===== config.mk =====
export PLATFORM = sky130hd
export DESIGN_NAME = ldr_load_unit
export DESIGN_NICKNAME = d
export VERILOG_FILES = /design/src/rtl/ldr_load_unit.sv
export SDC_FILE = /design/constraint.sdc
export NUM_CORES = 1
export LEC_CHECK = 0
export ABC_AREA = 0
export BUFFER_PORTS_ARGS = -buffer_cell sky130_fd_sc_hd__buf_4
export CORE_MARGIN = 2
export CORE_UTILIZATION = 41
export CTS_CLUSTER_DIAMETER = 200
export CTS_CLUSTER_SIZE = 20
export DETAILED_ROUTE_END_ITERATION = 7
export GPL_TIMING_DRIVEN = 0
export PLACE_DENSITY = 0.72
export SLEW_MARGIN = 20
export SYNTH_ARGS = -nofsm -noshare
export SYNTH_HDL_FRONTEND = slang
export SYNTH_SLANG_ARGS = --single-unit

===== constraint.sdc =====
create_clock -name clk -period 1.8 [get_ports clk]
set_input_delay 0.36 -clock clk [delete_from_list [all_inputs] [get_ports clk]]
set_output_delay 0.36 -clock clk [all_outputs]
set_load 0.01 [all_outputs]

===== src/rtl/ldr_load_unit.sv =====
// LDR execution unit: computes base+sign-extended offset, performs one req/ack
// data-memory read and emits a single-cycle register-file write-back.
module ldr_load_unit #(
  parameter int unsigned ADDR_W  = 16,
  parameter logic [4:0]  LDR_OP  = 5'b10100,
  parameter int unsigned TIMEOUT = 15
) (
  input  logic              clk,
  input  logic              rst,
  input  logic [31:0]       code,
  input  logic              start,
  input  logic [31:0]       base,
  output logic              busy,
  output logic              mem_req,
  output logic [ADDR_W-1:0] mem_addr,
  input  logic [31:0]       mem_rdata,
  input  logic              mem_ack,
  output logic [31:0]       LDRdata,
  output logic              LDRsel,
  output logic [3:0]        ldr_dest,
  output logic              done,
  output logic              err
);

  localparam int unsigned     CNT_W   = $clog2(TIMEOUT + 1);
  localparam logic [CNT_W-1:0] CNT_MAX = CNT_W'(TIMEOUT);

  typedef enum logic [1:0] {
    S_IDLE,
    S_REQ,
    S_WB
  } state_t;

  state_t             r_state;
  logic [CNT_W-1:0]   r_cnt;
  logic               r_busy;
  logic               r_mem_req;
  logic [ADDR_W-1:0]  r_mem_addr;
  logic [31:0]        r_ldr_data;
  logic               r_ldr_sel;
  logic [3:0]         r_ldr_dest;
  logic               r_done;
  logic               r_err;

  state_t             w_state_nxt;
  logic [CNT_W-1:0]   w_cnt_nxt;
  logic               w_busy_nxt;
  logic               w_mem_req_nxt;
  logic [ADDR_W-1:0]  w_mem_addr_nxt;
  logic [31:0]        w_ldr_data_nxt;
  logic               w_ldr_sel_nxt;
  logic [3:0]         w_ldr_dest_nxt;
  logic               w_done_nxt;
  logic               w_err_nxt;

  logic               w_is_ldr;
  logic [31:0]        w_imm_sext;
  logic [31:0]        w_addr_sum;
  logic               w_unused;

  assign w_is_ldr   = (code[31:27] == LDR_OP);
  assign w_imm_sext = {{21{code[10]}}, code[10:0]};
  // Full 32-bit sum; only the low ADDR_W bits leave the block, giving the wrap.
  assign w_addr_sum = base + w_imm_sext;
  assign w_unused   = ^{code[26:23], code[18:11], w_addr_sum[31:ADDR_W]};

  always_comb begin
    // NOTE: every variable gets a default before the case so no path infers a latch.
    w_state_nxt    = r_state;
    w_cnt_nxt      = r_cnt;
    w_busy_nxt     = 1'b0;
    w_mem_req_nxt  = 1'b0;
    w_mem_addr_nxt = r_mem_addr;
    w_ldr_data_nxt = r_ldr_data;
    w_ldr_sel_nxt  = 1'b0;
    w_ldr_dest_nxt = r_ldr_dest;
    w_done_nxt     = 1'b0;
    w_err_nxt      = 1'b0;

    unique case (r_state)
      S_IDLE: begin
        if (start && w_is_ldr) begin
          w_state_nxt    = S_REQ;
          w_cnt_nxt      = CNT_W'(1);
          w_busy_nxt     = 1'b1;
          w_mem_req_nxt  = 1'b1;
          w_mem_addr_nxt = w_addr_sum[ADDR_W-1:0];
          w_ldr_dest_nxt = code[22:19];
        end
      end
      S_REQ: begin
        // An ack arriving on the final allowed cycle still completes the load.
        if (mem_ack) begin
          w_state_nxt    = S_WB;
          w_cnt_nxt      = '0;
          w_busy_nxt     = 1'b1;
          w_ldr_data_nxt = mem_rdata;
        end else if (r_cnt >= CNT_MAX) begin
          w_state_nxt = S_IDLE;
          w_cnt_nxt   = '0;
          w_err_nxt   = 1'b1;
        end else begin
          w_cnt_nxt     = r_cnt + CNT_W'(1);
          w_busy_nxt    = 1'b1;
          w_mem_req_nxt = 1'b1;
        end
      end
      S_WB: begin
        w_state_nxt   = S_IDLE;
        w_busy_nxt    = 1'b1;
        w_ldr_sel_nxt = 1'b1;
        w_done_nxt    = 1'b1;
      end
      default: begin
        w_state_nxt = S_IDLE;
        w_cnt_nxt   = '0;
      end
    endcase
  end

  always_ff @(posedge clk or posedge rst) begin
    if (rst) begin
      r_state    <= S_IDLE;
      r_cnt      <= '0;
      r_busy     <= 1'b0;
      r_mem_req  <= 1'b0;
      r_mem_addr <= '0;
      r_ldr_data <= '0;
      r_ldr_sel  <= 1'b0;
      r_ldr_dest <= '0;
      r_done     <= 1'b0;
      r_err      <= 1'b0;
    end else begin
      // NOTE: non-blocking assignments so every register samples pre-edge values.
      r_state    <= w_state_nxt;
      r_cnt      <= w_cnt_nxt;
      r_busy     <= w_busy_nxt;
      r_mem_req  <= w_mem_req_nxt;
      r_mem_addr <= w_mem_addr_nxt;
      r_ldr_data <= w_ldr_data_nxt;
      r_ldr_sel  <= w_ldr_sel_nxt;
      r_ldr_dest <= w_ldr_dest_nxt;
      r_done     <= w_done_nxt;
      r_err      <= w_err_nxt;
    end
  end

  assign busy     = r_busy;
  assign mem_req  = r_mem_req;
  assign mem_addr = r_mem_addr;
  assign LDRdata  = r_ldr_data;
  assign LDRsel   = r_ldr_sel;
  assign ldr_dest = r_ldr_dest;
  assign done     = r_done;
  assign err      = r_err;

endmodule


==> metrics.txt, run 1 <==
status=finished, final reports clean; non-filler instance count after layout=592; cells along the critical path=buf_4 -> ha_2 -> fa_2 -> a21o_1 -> nand4_1 -> a21boi_2 -> a21oi_2 -> xor2_1 -> o21ai_0; Data arrival, critical path=1.96 ns; PwrDens=1030 nW/um^2; leakage=2.45 nW; clock sinks=62; post-route ant nets=0; WP data required=2.00 ns; dominant cells by area after synthesis=dfrtp_1, nand2_1, ha_1, o21ai_0, a21o_1; EDFF count, synth=0; number of setup buffers added after CTS=0; Worst VDD drop=450 uV; area leader, netlist=dfrtp_1; Num CTS Buffers=9; CP max-delay cell=fa_2; CP Launch Type=input port; top_reg_cell synth=dfrtp_1; count of cell types in the netlist=45; Post-DP HPWL=6240 um; Seq/Total Area, Yosys=0.499; fin crit period=1.76 ns; FILL cells=643; drt initial violations=105; Placed Cells=576; post-synth top area share=0.499; post_cts resized=0; Wirelength per Cell=13.3 um; Buffers on Ports=128; Hold Crit Class=input port to async pin; register area=1550 um^2; TritonCTS clock tree=built; nets=605; vias in the first global route=2,866; worst hold slack=0.0103 ns; share of layout cells above drive strength 1=0.345; CP max stage delay=0.35 ns; IO Pins=157; top-count cell post-synth=nand2_1; P&R area growth vs syn=45.4%; Synth Register Bits=62; gr ovfl total=0; routability cong.=0.851; Synth Area per Inst=8.96 um^2; Clock Latency Late Sink=0.33 ns; Async S/R FF share, synth=1.00; overall power=4.64 mW; area of the multi-input gates=1500 um^2; Die Y=91.1 um; Slew Limit Headroom=0.686; initial antenna violation count=0; CP endpoint kind=flop; synth warn=0; Syn Nets=464; clk buf depth=2; drt total wl=7860 um; fin. max-slew vios=0; starting density of the core=0.426; WS Path Type=input port to flop; Post-Synthesis Cells=347; CP Max Fanout=3; via count=2,885; drt pass-1 iters=5; CTS root buffer=clkbuf_8; gr usage total=0.200; Final Skew=0.0106 ns; fmax=569 MHz; Antenna diodes=0; R2R setup slack=0.19 ns; Tcrit/Tclk final=0.977; Final Hold Viols=0; Residual DRC=0; hold buffers post-CTS=0; largest net degree at the start of global routing=27; vias per inst=4.87; clock-pin slew on the worst setup and hold paths=0.07 ns; Slew @ Worst Pin=0.471 ns; Die Width=91.1 um; final setup fails=0; max-cap violations=0; H-tree depth=3; row count=31; Placeable Area=7290 um^2; Netlist Area Pre-Place=3110 um^2; global-route wire length before repair=13,300 um; Die ar.=8300 um^2; Post-synth top cells=nand2_1, dfrtp_1, o21ai_0, ha_1, nor2_1
worst max-delay path: cells and delay by family:
kind | cells | cell delay [ns]
buf+inv | 1 | 0.11
compound gates | 4 | 0.63
simple gates | 1 | 0.13
fa+ha+maj | 2 | 0.55
xor+xnor | 1 | 0.17
kinds of logic after synthesis:
family / count (synthesis) / share of synthesized area
AO/OA/AOI/OAI: 63 / 0.133
XOR/XNOR: 10 / 0.0282
flip-flops: 62 / 0.499
AND/OR/NAND/NOR: 175 / 0.238
multiplexers: 1 / 0.00322
adder cells (fa/ha/maj): 17 / 0.0708
buffers and inverters: 19 / 0.0282
layer usage:
layer | share of wire | track usage | vias to the layer above | routed length [um]
met5 | 0 | 0 | - | 0
met4 | 0.017 | 0.0808 | 0 | 133
met3 | 0.078 | 0.0515 | 12 | 616
met2 | 0.46 | 0.328 | 112 | 3640
met1 | 0.44 | 0.252 | 1313 | 3470
li1 | - | - | 1448 | -
area by class of cell:
cell class | count | share of cell area
buffer | 14 | 0.0152
clock buffer | 11 | 0.0313
clock inverter | 5 | 0.0235
inverter | 5 | 0.00498
multi-input combinational | 266 | 0.331
sequential | 62 | 0.343
tap | 99 | 0.0274
timing repair buffer | 130 | 0.223
placed cells by master, fill, tap and decap left out, drive strengths merged:
master / instances
o22ai: 1
and3: 3
o211ai: 1
nor3: 1
mux2i: 1
a21oi: 13
dfrtp: 62
nand4b: 1
xnor2: 5
o41a: 1
a21boi: 2
nand3: 6
inv: 4
clkinvlp: 2
a22oi: 1
and2: 1
clkinv: 1
bufinv: 3
nand2: 142
nor2b: 1
nor2: 13
fa: 1
buf: 136
nor4: 1
o31ai: 3
a21o: 8
o21ai: 21
nand2b: 1
a22o: 1
a221o: 1
clkbuf: 19
ha: 16
o21a: 1
nor3b: 1
xor2: 5
a211oi: 2
o311ai: 2
nand4: 4
a31oi: 5
power breakdown:
group	switching, mW	internal, mW	total (mW)	leakage [nW]
combinational	0.616	0.672	1.29	1.51
sequential	0.170	1.68	1.85	0.812
clock	0.542	0.961	1.50	0.120
sequential cells by signal, indices dropped and copies added (netlist names):
| signal | count |
|---|---|
| r_state | 2 |
| mem_addr | 16 |
| mem_req | 1 |
| err | 1 |
| r_cnt | 4 |
| LDRdata | 32 |
| done | 1 |
| ldr_dest | 4 |
| busy | 1 |
per-stage QoR:
| step | setup TNS [ns] | utilization | area (um^2) | worst slack, ns |
|---|---|---|---|---|
| 2_1_floorplan | -0.0397 | - | 3130 | -0.0397 |
| 4_1_cts | 0 | 0.618 | 4510 | 0.0436 |
| 5_1_grt | -0.0384 | 0.620 | 4520 | -0.0365 |
| 3_3_place_gp | -1.77 | 0.578 | 4210 | -0.286 |
| 6_report | 0 | 0.620 | 4520 | 0.0418 |
| 3_5_place_dp | -1.84 | 0.584 | 4260 | -0.307 |
worst paths after layout:
path / startpoint / endpoint / depth (start not counted)
worst max register to register: r_state[0] / LDRdata[29] / 6
worst max-delay path: code[0] / mem_addr[10] / 9
worst min register to register: mem_addr[1] / mem_addr[1] / 2
worst min-delay path: rst / LDRdata[7] / 2
min in group clk: mem_rdata[31] / LDRdata[31] / 3
max in group asynchronous: rst / mem_addr[9] / 4
Note: power is estimated with default switching activity, not from simulation.
==> run 2, diff against run 1 <==
--- a/config.mk
+++ b/config.mk
@@ -5,10 +5,10 @@
 export SDC_FILE = /design/constraint.sdc
 export NUM_CORES = 1
 export LEC_CHECK = 0
-export ABC_AREA = 0
+export ABC_AREA = 1
 export BUFFER_PORTS_ARGS = -buffer_cell sky130_fd_sc_hd__buf_4
 export CORE_MARGIN = 2
-export CORE_UTILIZATION = 41
+export CORE_UTILIZATION = 42
 export CTS_CLUSTER_DIAMETER = 200
 export CTS_CLUSTER_SIZE = 20
 export DETAILED_ROUTE_END_ITERATION = 7
==> run 2 against run 1 <==
Net effect: power decreased by 3.2%; global-route usage shrank 0.31 points; final cell count is 17% higher; critical path depth increased by 1; sequential share of layout area decreased by 1.2 points; critical endpoint is now mem_addr[6]; highest routed layer unchanged.
==> metrics.txt, run 2 <==
Placeable Area=7730 um^2; Buffers on Ports=128; Die Y=93.5 um; largest net degree at the start of global routing=26; count of cell types in the netlist=29; leakage=2.73 nW; EDFF count, synth=0; most frequent cells in the layout=nand2_1, buf_4, dfrtp_1; Antenna diodes=0; vias in the first global route=3,142; via count=3,216; Hold Crit Class=input port to async pin; nets=704; CP Launch Type=input port; crit-path most repeated cell=nand2_1; Worst VDD drop=364 uV; Data arrival, critical path=1.80 ns; R2R depth=8; PwrDens=958 nW/um^2; non-filler instance count after layout=694; WP data required=2.02 ns; Wirelength per Cell=11.7 um; hold buffers post-CTS=0; CTS root buffer=clkbuf_8; IO Pins=157; fin. max-slew vios=0; RSZ-0062 raised after global routing=no; crit-path leading delay family=simple AND/OR/NAND/NOR gates; worst r2r dst=LDRdata[23]; Clock Latency Late Sink=0.34 ns; drt total wl=8150 um; most common cell after layout, fill and taps aside=nand2_1; top_reg_cell synth=dfrtp_1; Num CTS Buffers=9; Placed Cells=678; number of setup buffers added after CTS=0; CP max stage delay=0.41 ns; Residual DRC=0; Final Hold Viols=0; Async S/R FF share, synth=1.00; status=finished, final reports clean; worst r2r src=r_state[0]; max-cap violations=0; area leader, netlist=dfrtp_1; row count=32; overall power=4.49 mW; Synth Register Bits=62; vias per inst=4.63; Post-Synthesis Cells=446; TritonCTS clock tree=built; gr usage total=0.197; Die ar.=8730 um^2; synth warn=0; routability cong.=0.881; Post-DP HPWL=6510 um; drt initial violations=101; Slew Limit Headroom=0.702; Levels on crit path=10; starting density of the core=0.435; global-route wire length before repair=13,700 um; Post-synth top cells=nand2_1, dfrtp_1, inv_1, nand3_1, nor2_1; clock sinks=62; final setup fails=0; Synth Area per Inst=7.54 um^2; CP Max Fanout=4; R2R setup slack=0.38 ns; CP endpoint kind=flop; drt pass-1 iters=4; Netlist Area Pre-Place=3360 um^2; clock-pin slew on the worst setup and hold paths=0.07 ns; CP startpoint=code[0]; fin crit period=1.58 ns; gr ovfl total=0; WS Path Type=input port to flop; post_cts resized=0; post-synth top area share=0.462; Syn Nets=563; P&R area growth vs syn=39.6%; initial antenna violation count=0; clk buf depth=2; top-count cell post-synth=nand2_1; post-route ant nets=0; max FFs per register=32; end point of the critical path=mem_addr[6]; dominant cells by area after synthesis=dfrtp_1, nand2_1, ha_1, inv_1, nand3_1; Final Skew=0.0106 ns; H-tree depth=3; CP bufs+invs=1; cells along the critical path=buf_4 -> ha_1 -> fa_1 -> nand2_1 -> nand2_1 -> nand3b_1 -> nand2_1 -> or2_1 -> nand3_2 -> nand2_1; Die Width=93.5 um; Slew @ Worst Pin=0.445 ns; Seq/Total Area, Yosys=0.462; fmax=634 MHz; Tcrit/Tclk final=0.876; CP max-delay cell=fa_1; share of layout cells above drive strength 1=0.284
==> run 2: cell count changes after synthesis, moves of 4 or more <==
cell	delta
a31oi_1	-5
nor2_1	+7
nor3_1	+4
buf_2	+4
nand3_1	+13
clkbuf_1	-8
o21ai_0	-14
a21o_1	-8
inv_1	+40
nand2_1	+86
nand3b_1	+4
==> run 2: worst min path at each step <==
stage / end / slack (ns)
after floorplan: err / 0.43
final: LDRdata[21] / 0.03
after CTS: LDRdata[21] / 0.03
after global routing: LDRdata[21] / 0.04
after detailed placement: LDRdata[21] / 0.40
after global placement: LDRdata[20] / 0.46
==> run 2: cell type report <==
type / count / area [um^2]
fillers: 718 / 3040
multi-input cells: 325 / 1560
flip-flops and latches: 62 / 1550
repair buffers: 130 / 1010
inverters: 49 / 193
clock buffers: 10 / 128
well taps: 102 / 128
clock inverters: 6 / 62.6
plain buffers: 10 / 62.6
==> run 2: through the flow <==
stage                      util  hold WS, ns  area, um^2  setup WS (ns)  setup TNS, ns
after floorplan               -        0.432        3360          0.121              0
final                     0.607       0.0303        4690          0.223              0
after CTS                 0.607       0.0309        4690          0.232              0
after global routing      0.607       0.0385        4690          0.114              0
after global placement    0.576        0.456        4450        -0.0997         -0.399
after detailed placement  0.582        0.400        4500         -0.117         -0.477
==> run 2: layer usage <==
metal | vias up | GRT usage | routed length, um
met5 | - | 0 | 0
met4 | 0 | 0.0882 | 172
met3 | 15 | 0.0258 | 422
met2 | 90 | 0.351 | 4110
met1 | 1463 | 0.235 | 3450
li1 | 1648 | - | -
==> run 2: worst reg2reg max path, stage by stage (launching register included) <==
cell and delay, ns:
dfrtp_1 0.42, inv_2 0.09, nor2_4 0.12, inv_2 0.08, nor2_4 0.17, inv_2 0.10
buf_2 0.20, nand2_1 0.07, nand2_1 0.06
==> run 2: cell families (layout without fill, tap and decap cells) <==
family,Yosys count,after routing,synth area share
adder cells (fa/ha/maj),17,17,0.0655
flip-flops,62,62,0.462
buffers and inverters,59,205,0.0748
AO/OA/AOI/OAI,14,14,0.0227
AND/OR/NAND/NOR,288,288,0.360
XOR/XNOR,6,6,0.0156
==> run 2: report_power, final <==
part	leakage (nW)	switching, mW	internal, mW	total [mW]
Sequential	0.800	0.191	1.72	1.91
Combinational	1.83	0.692	0.717	1.41
Clock	0.100	0.540	0.637	1.18
